===== config.mk =====
export PLATFORM = sky130hd
export DESIGN_NAME = coin_input_conditioner
export DESIGN_NICKNAME = d
export VERILOG_FILES = /design/src/rtl/coin_input_conditioner.sv
export SDC_FILE = /design/constraint.sdc
export NUM_CORES = 1
export LEC_CHECK = 0
export BUFFER_PORTS_ARGS = -buffer_cell sky130_fd_sc_hd__buf_2
export CORE_MARGIN = 5
export CORE_UTILIZATION = 32
export DETAILED_ROUTE_END_ITERATION = 6
export SLEW_MARGIN = 20
export SYNTH_ARGS = -nofsm -noshare
export SYNTH_HDL_FRONTEND = slang
export SYNTH_SLANG_ARGS = --single-unit

===== constraint.sdc =====
create_clock -name clock -period 4.1 [get_ports clock]
set_clock_uncertainty 0.1 [all_clocks]
set_input_delay 0.615 -clock clock [delete_from_list [all_inputs] [get_ports clock]]
set_output_delay 0.615 -clock clock [all_outputs]
set_load 0.1 [all_outputs]

===== src/rtl/coin_input_conditioner.sv =====
// Coin sensor front end: 2-flop sync + debounce per channel, a 1-bit coin FIFO,
// and gap-spaced single-cycle D/Q pulses for the vending FSM.
module coin_input_conditioner #(
  parameter int DEBOUNCE_CYCLES = 4,
  parameter int FIFO_DEPTH      = 4,
  parameter int MIN_GAP         = 3
) (
  input  logic                               clock,
  input  logic                               reset,
  input  logic                               dime_raw,
  input  logic                               quarter_raw,
  output logic                               D,
  output logic                               Q,
  output logic                               coin_reject,
  output logic [$clog2(FIFO_DEPTH+1)-1:0]    pending
);

  localparam int CW  = $clog2(FIFO_DEPTH + 1);
  localparam int PW  = $clog2(FIFO_DEPTH);
  localparam int DBW = $clog2(DEBOUNCE_CYCLES + 1);
  localparam int GW  = $clog2(MIN_GAP);

  // channel index 0 = dime, 1 = quarter
  logic [1:0]     sync_p0, sync_p1, deb_lvl, deb_lvl_d;
  logic [DBW-1:0] db_cnt [2];

  always_ff @(posedge clock or posedge reset) begin
    if (reset) begin
      sync_p0   <= '0;
      sync_p1   <= '0;
      deb_lvl   <= '0;
      deb_lvl_d <= '0;
      db_cnt[0] <= '0;
      db_cnt[1] <= '0;
    end else begin
      sync_p0   <= {quarter_raw, dime_raw};
      sync_p1   <= sync_p0;
      deb_lvl_d <= deb_lvl;
      for (int ch = 0; ch < 2; ch++) begin
        if (sync_p1[ch] != deb_lvl[ch]) begin
          if (db_cnt[ch] == DBW'(DEBOUNCE_CYCLES - 1)) begin
            deb_lvl[ch] <= sync_p1[ch];
            db_cnt[ch]  <= '0;
          end else begin
            db_cnt[ch]  <= db_cnt[ch] + DBW'(1);
          end
        end else begin
          db_cnt[ch] <= '0;
        end
      end
    end
  end

  // Coin events, FIFO push/pop arbitration
  logic          dime_evt, qtr_evt, dime_acc, qtr_acc, pop;
  logic [CW:0]   free_slots;
  logic [CW-1:0] count;
  logic [PW-1:0] wr_ptr, rd_ptr, wr_ptr_nx;
  logic [GW-1:0] gap;
  logic          mem [FIFO_DEPTH];
  logic [1:0]    num_push;

  assign dime_evt   = deb_lvl[0] & ~deb_lvl_d[0];
  assign qtr_evt    = deb_lvl[1] & ~deb_lvl_d[1];
  assign pop        = (count != '0) && (gap == '0);
  // A concurrent pop frees its slot before pushes are judged.
  assign free_slots = (CW+1)'(FIFO_DEPTH) - {1'b0, count} + (CW+1)'(pop);
  assign dime_acc   = dime_evt && (free_slots >= (CW+1)'(1));
  assign qtr_acc    = qtr_evt && (free_slots >= (dime_acc ? (CW+1)'(2) : (CW+1)'(1)));
  assign num_push   = {1'b0, dime_acc} + {1'b0, qtr_acc};
  assign wr_ptr_nx  = wr_ptr + PW'(1);
  assign pending    = count;

  always_ff @(posedge clock) begin
    if (dime_acc) begin
      mem[wr_ptr] <= 1'b0;
      if (qtr_acc) mem[wr_ptr_nx] <= 1'b1;
    end else if (qtr_acc) begin
      mem[wr_ptr] <= 1'b1;
    end
  end

  always_ff @(posedge clock or posedge reset) begin
    if (reset) begin
      wr_ptr      <= '0;
      rd_ptr      <= '0;
      count       <= '0;
      gap         <= '0;
      D           <= 1'b0;
      Q           <= 1'b0;
      coin_reject <= 1'b0;
    end else begin
      wr_ptr      <= wr_ptr + PW'(num_push);
      rd_ptr      <= rd_ptr + PW'(pop);
      count       <= count + CW'(num_push) - CW'(pop);
      D           <= pop & ~mem[rd_ptr];
      Q           <= pop & mem[rd_ptr];
      coin_reject <= (dime_evt & ~dime_acc) | (qtr_evt & ~qtr_acc);
      if (pop)
        gap <= GW'(MIN_GAP - 1);
      else if (gap != '0)
        gap <= gap - GW'(1);
    end
  end

endmodule


==> impl_metrics.json <==
{
  "hold_end": "sync_p1[1]$_DFF_PP0_",
  "period_share": 0.956,
  "multi_input_area_sq_um": 687,
  "die_w_um": 76.2,
  "port_buffers": 9,
  "status": "finished, final reports clean",
  "clkLatencyLatePin_ps": 270,
  "clock_path_buffers": 2,
  "yosys_register_bits": 30,
  "cap_violations": 0,
  "layout_commonest_cell": "dfrtp_1",
  "clk_pin_slew_ps": 60,
  "gp_congestion": 0.742,
  "ios": 10,
  "via_count": 898,
  "drtIter0Drc": 35,
  "overflow": 0,
  "synth_compound_area_frac": 0.0982,
  "fin_cells": 192,
  "rows": 24,
  "synth-simple-area-share": 0.111,
  "finalMaxSlewViolations": 0,
  "drive_gt1_frac": 0.300,
  "synth_top_area_cell": "dfrtp_1",
  "fillers": 405,
  "antenna_found_initial": 0,
  "via_per_inst": 4.68,
  "dp.cells": 178,
  "worst_ep_required_time_ps": 4160,
  "reg2reg_from": "pending[2]$_DFF_PP0_",
  "seq_area_sq_um": 737,
  "syn_avg_cell_area_sq_um": 11.9,
  "synth.distinct_cells": 31,
  "worstHoldStart": "sync_p0[1]$_DFF_PP0_",
  "finalSetupViolations": 0,
  "slew_headroom": 0.640,
  "routed_wl_mm": 2.32,
  "nets": 159,
  "synthAdderAreaFrac": 0.148,
  "hp-class": "reg2reg",
  "htree_levels": 2,
  "r2r_slack_ps": 180,
  "hpwlAfterDp_mm": 1.66,
  "cts_buffers": 5,
  "synthCells": 118,
  "drt_first_pass_iters": 2,
  "synth_nets": 138,
  "cts_sinks": 30,
  "max_freq_mhz": 255,
  "r2r_cells": 19,
  "yosysWarnings": 0,
  "mostFrequentLayoutCells": "dfrtp_1 (23), inv_1 (11), ha_1 (10)",
  "hold_depth": 0,
  "remaining_drc_errors": 0,
  "cts_tree": "done",
  "timing.rr.end": "pending[2]$_DFF_PP0_",
  "synth_top_area_share": 0.464,
  "muxShareOfSynthArea": 0.0393,
  "track_usage": 0.0867,
  "die_h_um": 76.2,
  "worstPathArrival_ps": 3980,
  "area_growth_pct": 22.9,
  "hold_viol": 0,
  "grt_pass1_wl_mm": 3.90,
  "critPathKind": "reg2reg",
  "ys_seq_area_frac": 0.521,
  "fin_crit_ps": 3920,
  "crit_fanout": 5,
  "cts_root_buf": "clkbuf_8",
  "grt_start_max_net_pins": 27,
  "cts_hold_buffers": 0,
  "grt_pass1_vias": 910,
  "startpoint_type": "flop",
  "endpoint_kind": "flop",
  "synth-xor-area-share": 0.0438,
  "syn_area_sq_mm": 0.00140,
  "coreArea_sq_mm": 0.00429,
  "die_area_sq_mm": 0.00580,
  "worstMarginPinSlew_ps": 539,
  "diodes": 0,
  "yosys-top-cells-area": "dfrtp_1 (46%), ha_1 (13%), dfxtp_1 (5.7%)",
  "initial_core_util": 0.326,
  "wl_per_cell_um": 12.1,
  "ant_nets": 0,
  "synth_top_family_by_area": "adder cells"
}
-- cells in the mapped netlist (all sizes together) --
library cell  count
a2bb2oi           1
or4b              1
nand4bb           1
buf               1
o21a              1
xor2              1
o31ai             2
nor3b             4
ha               15
nand3             1
a22oi             1
a211oi            1
nand2b            4
xnor2             6
dfxtp             4
a21o              2
nor3              2
a22o              1
inv              12
fa                1
nor2              6
mux2              2
a21oi             7
o211ai            1
dfrtp            26
and2              1
o21ai             5
mux4              1
clkbuf            1
mux2i             1
nor2b             5
-- what timing repair did --
item                                    4_1_cts  5_1_grt
setup buffers                                 0        6
endpoints found under the setup margin        1        1
pin swaps                                     1        7
resized for setup                             0       12
-- kinds of logic after synthesis --
family / count (synthesis)
AO/OA/AOI/OAI: 22
XOR/XNOR: 7
adder cells (fa/ha/maj): 16
buffers and inverters: 14
flip-flops: 30
multiplexers: 4
AND/OR/NAND/NOR: 25
-- worst max-delay path, stage by stage, from the launching register on --
cell and delay (ps):
dfrtp_4 510, o31ai_4 270, ha_2 210, inv_1 60, ha_4 160, nand4bb_1 100
o21ai_2 70, a21o_1 210, ha_1 290, nand2b_4 120, a21oi_1 70, a21o_1 180
ha_4 270, inv_1 40, ha_1 260, inv_1 40, ha_2 170, fa_2 400
xnor2_2 140, xnor2_1 120
-- layout make-up --
cell class	count	area share
flip-flops and latches	30	0.428
multi-input cells	74	0.399
repair buffers	16	0.0566
clock buffers	7	0.0501
well taps	52	0.0378
inverters	12	0.0261
clock inverters	1	0.00290
-- metrics by stage --
step	hold slack [ps]	setup WS (ps)	area (sq um)	util	TNS, ps
after floorplan	231	7.64	1420	-	0
after global placement	236	132	1530	0.356	0
after detailed placement	238	-0.0413	1530	0.356	-0.0413
after CTS	252	42.3	1620	0.378	0
after global routing	265	-47.1	1720	0.401	-47.1
final	249	179	1720	0.401	0
-- flip-flops by register name, summed over array words and instances (netlist names) --
signal	count
deb_lvl	2
D	1
deb_lvl_d	2
db_cnt	6
Q	1
mem	4
wr_ptr	2
sync_p1	2
gap	2
pending	3
sync_p0	2
coin_reject	1
rd_ptr	2
-- per-layer routing --
metal  global-route usage  part of all wire
met5                    0                 0
met4               0.0542             0.025
met3               0.0414             0.043
met2                0.136              0.49
met1               0.0931              0.44
-- worst max-delay path by stage --
stage | start | end | slack, ps | cells after the start
2_1_floorplan | pending[2]$_DFF_PP0_ | pending[2]$_DFF_PP0_ | 8 | 19
3_3_place_gp | pending[2]$_DFF_PP0_ | pending[2]$_DFF_PP0_ | 130 | 18
3_5_place_dp | pending[2]$_DFF_PP0_ | pending[2]$_DFF_PP0_ | -0.04 | 19
4_1_cts | pending[0]$_DFF_PP0_ | pending[2]$_DFF_PP0_ | 40 | 19
5_1_grt | pending[2]$_DFF_PP0_ | pending[2]$_DFF_PP0_ | -50 | 19
6_report | pending[2]$_DFF_PP0_ | pending[2]$_DFF_PP0_ | 180 | 19
Power is not shown: default switching activity piles up to over one toggle a cycle in this logic, so the estimate is an artifact.
